<file path="config.mk">
export PLATFORM = sky130hd
export DESIGN_NAME = wall_controller
export DESIGN_NICKNAME = d
export VERILOG_FILES = /design/src/rtl/wall_controller.sv
export SDC_FILE = /design/constraint.sdc
export NUM_CORES = 1
export LEC_CHECK = 0
export BUFFER_PORTS_ARGS = -buffer_cell sky130_fd_sc_hd__buf_2
export CORE_ASPECT_RATIO = 1.1
export CORE_MARGIN = 2
export CORE_UTILIZATION = 25
export DETAILED_ROUTE_END_ITERATION = 8
export PLACE_DENSITY = 0.42
export SYNTH_ARGS = -nofsm -noshare
export SYNTH_HDL_FRONTEND = slang
export SYNTH_SLANG_ARGS = --single-unit
</file>
<file path="constraint.sdc">
create_clock -name clk -period 2.3 [get_ports clk]
set_input_delay 0.345 -clock clk [delete_from_list [all_inputs] [get_ports clk]]
set_output_delay 0.345 -clock clk [all_outputs]
set_load 0.005 [all_outputs]
</file>
<file path="src/rtl/wall_controller.sv">
// rtl/wall_controller.sv - scrolling wall position, random gap, and score FSM for the flappy-style game.
module wall_controller #(
    parameter int SCREEN_W = 160,
    parameter int WALL_W   = 16,
    parameter int GAP_H    = 40,
    parameter int GAP_MIN  = 16,
    parameter int STEP     = 1,
    parameter int GAP_INIT = 40
) (
    input  logic       clk,
    input  logic       reset,
    input  logic       start,
    input  logic       frame_tick,
    input  logic       touched,
    output logic [7:0] wall_xleft,
    output logic [7:0] wall_xright,
    output logic [7:0] wall_topy,
    output logic [7:0] wall_bottomy,
    output logic [7:0] score,
    output logic       running,
    output logic       game_over
);

    localparam logic [1:0] IDLE = 2'd0;
    localparam logic [1:0] RUN  = 2'd1;
    localparam logic [1:0] DEAD = 2'd2;

    localparam logic [7:0] X_INIT   = 8'(SCREEN_W);
    localparam logic [7:0] W_M1     = 8'(WALL_W - 1);
    localparam logic [7:0] GAP_H8   = 8'(GAP_H);
    localparam logic [7:0] GAP_MIN8 = 8'(GAP_MIN);
    localparam logic [7:0] STEP8    = 8'(STEP);
    localparam logic [7:0] TOP_INIT = 8'(GAP_INIT);

    logic [1:0] state;
    logic [1:0] state_nx;
    logic [7:0] lfsr;
    logic       lfsr_fb;

    // x^8+x^6+x^5+x^4+1 is primitive, so a nonzero seed never reaches zero
    assign lfsr_fb = lfsr[7] ^ lfsr[5] ^ lfsr[4] ^ lfsr[3];

    assign wall_xright  = wall_xleft + W_M1;
    assign wall_bottomy = wall_topy + GAP_H8;

    always_comb begin
        state_nx = state;
        case (state)
            IDLE:    if (start) state_nx = RUN;
            RUN:     if (touched) state_nx = DEAD;
            DEAD:    if (start) state_nx = RUN;
            default: state_nx = IDLE;
        endcase
    end

    always_ff @(posedge clk or posedge reset) begin
        if (reset) begin
            state      <= IDLE;
            running    <= 1'b0;
            game_over  <= 1'b0;
            lfsr       <= 8'hA5;
            wall_xleft <= X_INIT;
            wall_topy  <= TOP_INIT;
            score      <= 8'd0;
        end else begin
            lfsr      <= {lfsr[6:0], lfsr_fb};
            state     <= state_nx;
            running   <= (state_nx == RUN);
            game_over <= (state_nx == DEAD);
            if (state == RUN && !touched && frame_tick) begin
                if (wall_xleft >= STEP8) begin
                    wall_xleft <= wall_xleft - STEP8;
                end else begin
                    wall_xleft <= X_INIT;
                    wall_topy  <= GAP_MIN8 + {2'b00, lfsr[5:0]};
                    if (score != 8'hFF) score <= score + 8'd1;
                end
            end else if (state == DEAD && start) begin
                wall_xleft <= X_INIT;
                wall_topy  <= TOP_INIT;
                score      <= 8'd0;
            end
        end
    end

endmodule

</file>
# --- Yosys cells after proc, flatten, opt, wreduce, memory -nomap -nowiden ---
# Cells that the tools add are included.
word_totals:
  ff_bits: 36
  inputBits: 5
  output_inout_bits: 42
classes:
  addsub: 5
  magnitude_cmp: 1
  n_eq_ne: 7
  mux: 13
  bitwise: 3
  n_reduce_logical: 9
ops:
  columns: ["operator", "n"]
  rows:
  - ["8-bit 2-to-1 mux", 10]
  - ["8-bit by 1-bit adder with 8-bit output (second input constant)", 1]
  - ["8-bit by 4-bit adder with 8-bit output (second input constant)", 1]
  - ["8-bit by 6-bit adder with 8-bit output (second input constant)", 1]
  - ["8-bit by 1-bit >= comparator with 1-bit output (second input constant)", 1]
  - ["8-bit != test (second input constant)", 1]
  - ["8-bit by 1-bit subtractor with 8-bit output (second input constant)", 1]
  - ["5-bit by 6-bit adder with 7-bit output (first input constant)", 1]
  - ["2-bit by 1-bit equality test with 1-bit output (second input constant)", 2]
  - ["2-bit equality test (second input constant)", 2]
  - ["2-bit 2-to-1 mux", 2]
  - ["2-bit one-hot mux with 2 select lines", 1]
  - ["1-bit logical AND", 3]
  - ["3-bit AND reduction", 1]
  - ["1-bit XOR", 3]
  - ["2-bit zero test", 1]
  - ["2-bit by 1-bit != test with 1-bit output (second input constant)", 1]
  - ["2-bit != test (second input constant)", 1]
  - ["2-bit AND reduction", 1]
  - ["2-bit nonzero test", 1]
  - ["2-bit OR reduction", 1]
  - ["1-bit zero test", 1]

# --- Depth between registers and ports, before layout ---
# Gate-level depths: netlist of run 1.
logic_depth:
  word_depth: 5
  ltp_mapped: 7
  ltp_nobuf: 6

# --- Least setup slack after synthesis of run 1 ---
# No wires, ideal clock.
synth_path:
  kind: "flip-flop to flip-flop"
  from: "reg wall_xleft[0]"
  to: "reg wall_topy[6]"
  arrival_time_ps: 1761
  required_ps: 2179
  setup_slack_ps: 418
  stages_incl_launch_ff: 7
  n_path_buf: 0
  period_less_slack_ps: 1882
  cell_sequence: "dfrtp_1 -> inv_1 -> ha_1 -> or3b_4 -> o31ai_4 -> nand2_4 -> a22o_1"
synth_between:
  elab_chain_cells: 3
synth_rtl:
  columns: ["element", "line", "rtl"]
  rows:
  - ["start, declared", "15", "output logic [7:0] wall_xleft,"]
  - ["start signal, assigned", "72", "wall_xleft <= wall_xleft - STEP8;"]
  - ["8-bit by 1-bit >= comparator with 1-bit output", "71", "if (wall_xleft >= STEP8) begin"]
  - ["2-bit != test (no line)", null, null]
  - ["2-bit AND reduction (no line)", null, null]
  - ["end signal, assigned", "75", "wall_topy <= GAP_MIN8 + {2'b00, lfsr[5:0]};"]
  - ["end, declared", "17", "output logic [7:0] wall_topy,"]
# No other way between the ends.
# A chain may end at the register's enable or synchronous reset.

# --- Final worst setup path of run 1 ---
layout_path:
  from: "reg wall_xleft[0]"
  to: "out wall_xright[6]"
layout_between:
  elab_chain_cells: 1
layout_rtl:
  columns: ["element", "line", "rtl"]
  rows:
  - ["8-bit by 4-bit adder with 8-bit output", "43", "assign wall_xright = wall_xleft + W_M1;"]
  - ["end, declared", "16", "output logic [7:0] wall_xright,"]
# No other way between the ends.

==> flow_summary.json, run 1 <==
{
  "async_reset_ff_share_pct": 100.0,
  "setup.worst_path.class": "reg -> out",
  "yosysMostFrequentCell": "dfrtp_1",
  "synth.area.mux_share_pct": 1.264,
  "via_count": 1391,
  "grt_pass1_vias": 1320,
  "post-route-period-util_pct": 93.48,
  "dp_hpwl_mm": 3.114,
  "skew_ns": 0.008229,
  "grt_start_max_net_pins": 36,
  "cts_made_buffers": 5,
  "wl_per_cell_um": 14.26,
  "finalWirelength_mm": 4.207,
  "min_period_ns": 2.150,
  "setup_tns_ns": 0,
  "drive_gt1_share_pct": 37.14,
  "cts_hold_buf": 0,
  "areaGrowthSynthToFinish_pct": 24.37,
  "synth_xor_xnor_area_share_pct": 5.407,
  "clock_path_buffers": 2,
  "clock_latency_ns": 0.29,
  "htree_levels": 2,
  "drc": 0,
  "nets": 219,
  "synthFlopType": "dfrtp_1",
  "cts.clk_slew.worst_paths_ns": 0.08,
  "dp_slack_ns": 0.2293,
  "synth_edf_count": 0,
  "ys_warn_count": 0,
  "antenna_found_initial": 0,
  "finalSetupViolCount": 0,
  "ys_seq_area_share_pct": 49.72,
  "startpoint": "wall_xleft[0]$_DFFE_PP0P_",
  "yosys.area.top_type": "dfrtp_1",
  "rows": 32,
  "synth_area_sq_mm": 0.001782,
  "fin_util_pct": 31.81,
  "start_util_pct": 25.57,
  "synth_common_cells": "dfrtp_1, a21oi_1, nand2_1, xnor2_1",
  "placed_area_sq_mm": 0.002079,
  "synth_top_family_by_area": "compound AO/OA/AOI/OAI gates",
  "reg2reg_slack_ns": 0.22,
  "status": "finished, final reports clean",
  "power.leakage_uw": 0.001070,
  "worstPathMaxFanout": 7,
  "worstPathArrival_ns": 1.81,
  "coreArea_sq_mm": 0.006967,
  "gr-total-overflow": 0,
  "antennaDiodeCount": 0,
  "synth.avg_cell_area_sq_um": 11.00,
  "rsz0062_at_grt": "no",
  "portBuffers": 45,
  "power_per_cell_area_mw_per_mm2": 1030,
  "worst_setup_path_start_kind": "flip-flop",
  "fmax_mhz": 465.1,
  "final_hold_viol_count": 0,
  "synth-simple-area-share_pct": 14.96,
  "postLayoutCellArea_sq_mm": 0.002216,
  "dieArea_sq_mm": 0.007819,
  "drv_slew": 0,
  "drt_iter0_markers": 86,
  "io_pins": 47,
  "syn_nets": 172,
  "grt_use_total_pct": 10.95,
  "cts.sinks": 35,
  "cts_setup_buffers": 0,
  "place_congestion": 0.7005,
  "grt_pass1_wl_mm": 6.824,
  "root_buffer": "clkbuf_8",
  "viasPerCell": 4.715,
  "fp.dieW_um": 84.49,
  "first_pass_iters": 4,
  "post_cts_resized": 0,
  "synth_cell_types": 49,
  "max_cap_violations": 0,
  "min_path_type": "in -> async",
  "synthCells": 162,
  "synth_top_cells_by_area": "dfrtp_1, dfstp_2, xnor2_1",
  "required_ns": 1.96,
  "drtAntennaViolNets": 0,
  "cts_tree": "done",
  "yosys.area_share.adder_pct": 3.511,
  "worstSetupEndpointType": "output port",
  "yosysTopAreaCellShare_pct": 37.92,
  "vdd.ir_drop.worst_uv": 327.5,
  "setup_slack_ns": 0.1499,
  "timing.rr.start": "wall_xleft[0]$_DFFE_PP0P_",
  "ys_ff_latch": 35,
  "die_height_um": 92.54,
  "synth_compound_area_share_pct": 19.45
}
==> through the flow <==
step | cells | total power, uW | hold slack, ns
finish | 295 | 2282 | 0.1536
detailed placement | 287 | 1647 | 0.3434
global placement | 287 | 1650 | 0.3343
CTS | 295 | 2309 | 0.1724
global route | 295 | 2442 | 0.2098
floorplan | 162 | 1329 | 0.3330
==> routing by layer <==
| metal | global-route usage [%] | vias to the layer above | part of all wire (%) |
|---|---|---|---|
| li1 | - | 682 | - |
| met1 | 14.65 | 662 | 45 |
| met2 | 17.13 | 42 | 48 |
| met3 | 3.119 | 5 | 6.0 |
| met4 | 3.439 | 0 | 0.81 |
| met5 | 0 | - | 0 |
==> power by group <==
group / internal (uW) / switching (uW) / total, uW
clock: 433 / 220 / 654
combinational: 374 / 409 / 783
sequential: 713 / 132 / 845
==> state kept, by name, indices dropped and copies added (netlist names) <==
signal	cells
wall_xleft	8
lfsr	8
running	1
game_over	1
state	2
score	8
wall_topy	7
==> path summary, 6_finish.rpt <==
kind / depth (start not counted) / endpoint
worst max-delay path: 6 / wall_xright[6]
min in group clk: 2 / state[1]$_DFF_PP0_
worst min-delay path: 3 / lfsr[6]$_DFF_PP0_
max in group asynchronous: 3 / lfsr[2]$_DFF_PP1_
worst max register to register: 7 / score[0]$_DFFE_PP0P_
worst min register to register: 0 / lfsr[7]$_DFF_PP1_
==> area by class of cell <==
class | instances | area [sq um]
clock buffers | 6 | 72.57
clock inverters | 2 | 60.06
fillers | 756 | 4751
inverters | 7 | 26.28
multi-input cells | 110 | 802.0
flip-flops and latches | 35 | 885.9
well taps | 85 | 106.4
repair buffers | 50 | 262.8
==> cell usage in the layout (no fill, tap or decap), types with 3 or more instances in the layout <==
cell,netlist,final
a21oi_1,11,11
inv_1,7,7
nor2_1,8,8
a22o_1,6,6
buf_4,4,5
ha_1,5,5
nand3_1,4,4
nand2_1,9,9
dfrtp_1,27,27
a31oi_1,3,3
o21ai_0,8,8
a41oi_1,4,4
clkbuf_8,0,5
nand4_1,4,4
xnor2_1,9,9
dfstp_2,8,8
buf_2,3,45
==> kinds of logic after synthesis <==
kind of cell,after synthesis
AOI/OAI and AO/OA,48
and+or+nand+nor,43
adders and majority gates,5
muxes,2
other,1
xor gates and xnor gates,11
buffers and inverters,17
DFF,35
==> critical path, stage by stage (launching register included) <==
cell and delay [ns]:
dfrtp_1 0.44, inv_1 0.10, ha_1 0.19, or3b_4 0.44, nand3_1 0.12, xnor2_1 0.11, buf_2 0.13
Power figures use the tool's default switching activity.
==> run 2, diff against run 1 <==
- PLACE_DENSITY: 0.42 -> 0.51
==> run 2 against run 1 <==
Net effect: global-route usage hardly changed; critical path depth stayed put; largest cell class unchanged; die area is the same; sequential share of layout area is 0.98 points higher; critical endpoint unchanged.
==> flow_summary.json, run 2 (synthesis results as in run 1) <==
{
  "status": "finished, final reports clean",
  "dieArea_sq_mm": 0.007819,
  "setup_slack_ns": 0.1297,
  "dp_slack_ns": 0.2062,
  "antenna_found_initial": 0,
  "cts_tree": "done",
  "crit_path_top_delay_cell": "dfrtp_2",
  "dp_hpwl_mm": 2.959,
  "cts.sinks": 35,
  "first_pass_iters": 4,
  "startpoint": "wall_xleft[0]$_DFFE_PP0P_",
  "worst_setup_path_start_kind": "flip-flop",
  "power_uw": 2066,
  "power_per_cell_area_mw_per_mm2": 954.0,
  "seqPwrFrac_pct": 41.5,
  "coreArea_sq_mm": 0.006967,
  "path_cells": "inv_1 > ha_1 > or3b_4 > nand3_1 > xnor2_1 > buf_2",
  "areaGrowthSynthToFinish_pct": 21.56,
  "clock_latency_ns": 0.29,
  "drive_gt1_share_pct": 37.80,
  "place_congestion": 0.8078,
  "grt_pass1_vias": 1292,
  "max_stage_delay_ns": 0.45,
  "antennaDiodeCount": 0,
  "max_cap_violations": 0,
  "path_depth": 6,
  "setup_tns_ns": 0,
  "worstPathMaxFanout": 7,
  "post-route-period-util_pct": 94.36,
  "cts_made_buffers": 5,
  "rsz0062_at_grt": "no",
  "min_path_type": "in -> async",
  "die_height_um": 92.54,
  "grt_start_max_net_pins": 36,
  "fp.dieW_um": 84.49,
  "clock_path_buffers": 2,
  "wl_per_cell_um": 13.84,
  "timing.rr.start": "wall_xleft[0]$_DFFE_PP0P_",
  "final_hold_viol_count": 0,
  "nets": 218,
  "p_int_uw": 1291,
  "start_util_pct": 25.57,
  "drv_slew": 0,
  "fmax_mhz": 460.8,
  "reg2reg_depth": 7,
  "setup.worst_path.class": "reg -> out",
  "power.leakage_uw": 0.001038,
  "reg_top3": "lfsr (8), score (8), wall_xleft (8)",
  "vdd.ir_drop.worst_uv": 446.3,
  "skew_ns": 0.01128,
  "post_cts_resized": 0,
  "grt_use_total_pct": 10.98,
  "switching_share_pct": 37.51,
  "cts.clk_slew.worst_paths_ns": 0.08,
  "drc": 0,
  "clkPwrFrac_pct": 21.6,
  "crit_end": "wall_xright[6]",
  "portBuffers": 45,
  "gr-total-overflow": 0,
  "cts_setup_buffers": 0,
  "io_pins": 47,
  "worstPathArrival_ns": 1.83,
  "drtAntennaViolNets": 0,
  "reg2reg_slack_ns": 0.21,
  "worstSetupEndpointType": "output port",
  "rows": 32,
  "power.switching_uw": 775.1,
  "htree_levels": 2,
  "finalSetupViolCount": 0,
  "finalWirelength_mm": 4.069,
  "critical_path.top_delay_family": "simple AND/OR/NAND/NOR gates",
  "final_common_cell": "buf_2",
  "worstReg2RegEnd": "score[0]$_DFFE_PP0P_",
  "min_period_ns": 2.170,
  "viasPerCell": 4.755,
  "root_buffer": "clkbuf_8",
  "drt_iter0_markers": 33,
  "critPathBufInv": 2,
  "via_count": 1398,
  "cts_hold_buf": 0,
  "final_cell_mix": "buf_2, dfrtp_1, a21oi_1, nand2_1, xnor2_1",
  "grt_pass1_wl_mm": 6.693,
  "pwr-share-comb_pct": 36.9,
  "required_ns": 1.96
}
-- run 2: changes by cell type in the layout (fill, tap and decap cells not counted), sizes merged --
cell,before,now
clkbuf,6,5
clkinv,0,1
clkinvlp,0,2
buf,50,49
bufinv,2,0
-- run 2: metrics by stage --
| stage | instances | cell area [sq um] | hold WS (ns) | utilization [%] |
|---|---|---|---|---|
| floorplan | 162 | 1782 | 0.3330 | - |
| detailed placement | 286 | 2072 | 0.3376 | 29.74 |
| global placement | 286 | 2072 | 0.3357 | 29.74 |
| CTS | 294 | 2161 | 0.1635 | 31.02 |
| global route | 294 | 2166 | 0.1833 | 31.09 |
| finish | 294 | 2166 | 0.1419 | 31.09 |
-- run 2: layout make-up --
| cell class | instances | area (sq um) |
|---|---|---|
| fillers | 749 | 4801 |
| repair buffers | 49 | 255.2 |
| clock inverters | 3 | 20.02 |
| flip-flops and latches | 35 | 887.1 |
| inverters | 7 | 26.28 |
| clock buffers | 5 | 68.82 |
| well taps | 85 | 106.4 |
| multi-input cells | 110 | 802.0 |
-- run 2: per-layer routing --
metal / track usage, % / routed length (um)
met5: 0 / 0
met4: 4.365 / 74
met3: 3.387 / 232
met2: 16.67 / 1885
met1: 14.58 / 1877
-- run 2: tightest hold or removal path: cells and delay by family --
kind | cells | cell delay (ns)
buffers and inverters | 3 | 0.51
-- run 2: power groups by stage --
stage	Combinational (uW)	Sequential [uW]	Clock [uW]
2_1_floorplan	512	817	0
3_3_place_gp	769	861	0
3_5_place_dp	768	864	0
4_1_cts	771	853	458
5_1_grt	852	877	488
6_report	762	857	447
-- run 2: worst min-delay path by stage --
stage,start,slack [ns],cells past startpoint,to
final,reset,0.14,3,wall_topy[4]$_DFFE_PP0P_
after global routing,reset,0.18,3,wall_topy[4]$_DFFE_PP0P_
after CTS,reset,0.16,3,wall_topy[4]$_DFFE_PP0P_
after detailed placement,lfsr[6]$_DFF_PP0_,0.34,0,lfsr[7]$_DFF_PP1_
after global placement,lfsr[6]$_DFF_PP0_,0.34,0,lfsr[7]$_DFF_PP1_
after floorplan,lfsr[6]$_DFF_PP0_,0.33,0,lfsr[7]$_DFF_PP1_
==> run 3, diff against run 2 <==
- PLACE_DENSITY: 0.51 -> not set
- SLEW_MARGIN: not set -> 20
==> run 3 against run 2 <==
Net effect: clock power decreased by 4%; sequential share of layout area increased by 0.11 points; worst hold slack improved by 0.0025 ns; power decreased by 1.5%; utilization decreased by 0.13 points; final cell count unchanged; wire length decreased by 0.98%; combinational power decreased by 0.9%; maximum frequency decreased by 0.86%; sequential power decreased by 0.8%; die area unchanged.
==> flow_summary.json, run 3 (synthesis results as in run 1) <==
{
  "status": "finished, final reports clean",
  "setup.worst_path.class": "reg -> out",
  "reg2reg_depth": 7,
  "drt_iter0_markers": 56,
  "worstPathMaxFanout": 7,
  "grt_pass1_wl_mm": 6.596,
  "seqPwrFrac_pct": 41.8,
  "drv_slew": 0,
  "nFillCells": 739,
  "dp_hpwl_mm": 2.980,
  "dp_slack_ns": 0.2469,
  "grt_use_total_pct": 10.74,
  "p_int_uw": 1280,
  "fmax_mhz": 456.8,
  "vdd.ir_drop.worst_uv": 296.4,
  "power.leakage_uw": 0.001040,
  "gr-total-overflow": 0,
  "final_hold_viol_count": 0,
  "cts_setup_buffers": 0,
  "htree_levels": 2,
  "timing.rr.start": "wall_xleft[0]$_DFFE_PP0P_",
  "dieArea_sq_mm": 0.007819,
  "required_ns": 1.96,
  "min_period_ns": 2.189,
  "via_count": 1393,
  "finalWirelength_mm": 4.029,
  "postLayoutCellArea_sq_mm": 0.002157,
  "skew_ns": 0.006478,
  "post_cts_resized": 0,
  "final_cell_mix": "buf_2, dfrtp_1, a21oi_1, nand2_1, xnor2_1",
  "clkPwrFrac_pct": 21.1,
  "nets": 218,
  "first_pass_iters": 4,
  "areaGrowthSynthToFinish_pct": 21.07,
  "min_path_type": "in -> async",
  "start_util_pct": 25.57,
  "worst_setup_path_start_kind": "flip-flop",
  "cts_tree": "done",
  "grt_start_max_net_pins": 36,
  "fin_util_pct": 30.96,
  "drive_gt1_share_pct": 36.36,
  "rsz0062_at_grt": "no",
  "cts.sinks": 35,
  "fp.dieW_um": 84.49,
  "reg2reg_slack_ns": 0.24,
  "clock_latency_ns": 0.29,
  "die_height_um": 92.54,
  "cts_hold_buf": 0,
  "switching_share_pct": 37.11,
  "finalSetupViolCount": 0,
  "worstPathArrival_ns": 1.84,
  "pwr-share-comb_pct": 37.1,
  "post-route-period-util_pct": 95.18,
  "coreArea_sq_mm": 0.006967,
  "power.switching_uw": 755.2,
  "drtAntennaViolNets": 0,
  "final_common_cell": "buf_2",
  "worstSetupEndpointType": "output port",
  "setup_slack_ns": 0.1108,
  "portBuffers": 45,
  "antennaDiodeCount": 0,
  "wl_per_cell_um": 13.70,
  "root_buffer": "clkbuf_8",
  "rows": 32,
  "drc": 0,
  "clock_path_buffers": 2,
  "max_cap_violations": 0,
  "reg_top3": "lfsr (8), score (8), wall_xleft (8)",
  "placed_area_sq_mm": 0.002072,
  "viasPerCell": 4.738,
  "grt_pass1_vias": 1329,
  "power_per_cell_area_mw_per_mm2": 943.5,
  "cts.clk_slew.worst_paths_ns": 0.07,
  "worstReg2RegEnd": "score[0]$_DFFE_PP0P_",
  "cts_made_buffers": 5,
  "setup_tns_ns": 0,
  "place_congestion": 0.8295,
  "antenna_found_initial": 0,
  "io_pins": 47
}
## run 3: cell types whose count changed in the layout (fill, tap and decap cells not counted)
cell | previous run | this run
clkbuf_1 | 0 | 1
clkinvlp_4 | 2 | 1
dfrtp_1 | 26 | 27
dfrtp_2 | 1 | 0
or4_1 | 0 | 1
or4_4 | 1 | 0
## run 3: power groups by stage
stage	sequential (uW)	combinational [uW]	clock, uW
finish	850	755	430
global route	871	845	474
floorplan	817	512	0
detailed placement	860	770	0
global placement	856	767	0
CTS	850	771	448
## run 3: cell type report
class                      count  area [sq um]  area share (%)
sequential                    35         885.9           41.07
multi-input combinational    110         798.3           37.01
timing repair buffer          49         255.2           11.83
tap                           85         106.4           4.930
clock buffer                   6         72.57           3.364
inverter                       7         26.28           1.218
clock inverter                 2         12.51          0.5800
## run 3: routing by layer
layer | track usage, % | part of all wire (%) | vias to the layer above
li1 | - | - | 685
met1 | 13.48 | 45 | 672
met2 | 17.45 | 49 | 30
met3 | 3.743 | 5.0 | 6
met4 | 3.175 | 1.0 | 0
met5 | 0 | 0 | -
## run 3: worst max-delay path by stage
stage	from	slack (ns)	end
3_3_place_gp	wall_xleft[0]$_DFFE_PP0P_	0.33	wall_topy[0]$_DFFE_PP0P_
5_1_grt	wall_xleft[0]$_DFFE_PP0P_	0.01	wall_xright[7]
4_1_cts	wall_xleft[0]$_DFFE_PP0P_	0.1	wall_xright[7]
3_5_place_dp	wall_xleft[0]$_DFFE_PP0P_	0.25	wall_topy[6]$_DFFE_PP0P_
6_report	wall_xleft[0]$_DFFE_PP0P_	0.11	wall_xright[7]
2_1_floorplan	wall_xleft[0]$_DFFE_PP0P_	0.42	wall_topy[6]$_DFFE_PP0P_
## run 3: through the flow
| step | hold slack [ns] | power (uW) | std cells |
|---|---|---|---|
| 6_report | 0.1444 | 2035 | 294 |
| 3_5_place_dp | 0.3379 | 1630 | 286 |
| 3_3_place_gp | 0.3346 | 1623 | 286 |
| 4_1_cts | 0.1565 | 2069 | 294 |
| 2_1_floorplan | 0.3330 | 1329 | 162 |
| 5_1_grt | 0.1921 | 2190 | 294 |
## run 3: worst max-delay path: stages, from the launching register on
cell and delay, ns:
dfrtp_1 0.44, or4_1 0.68, nand4_1 0.19, xnor2_1 0.12, buf_2 0.13
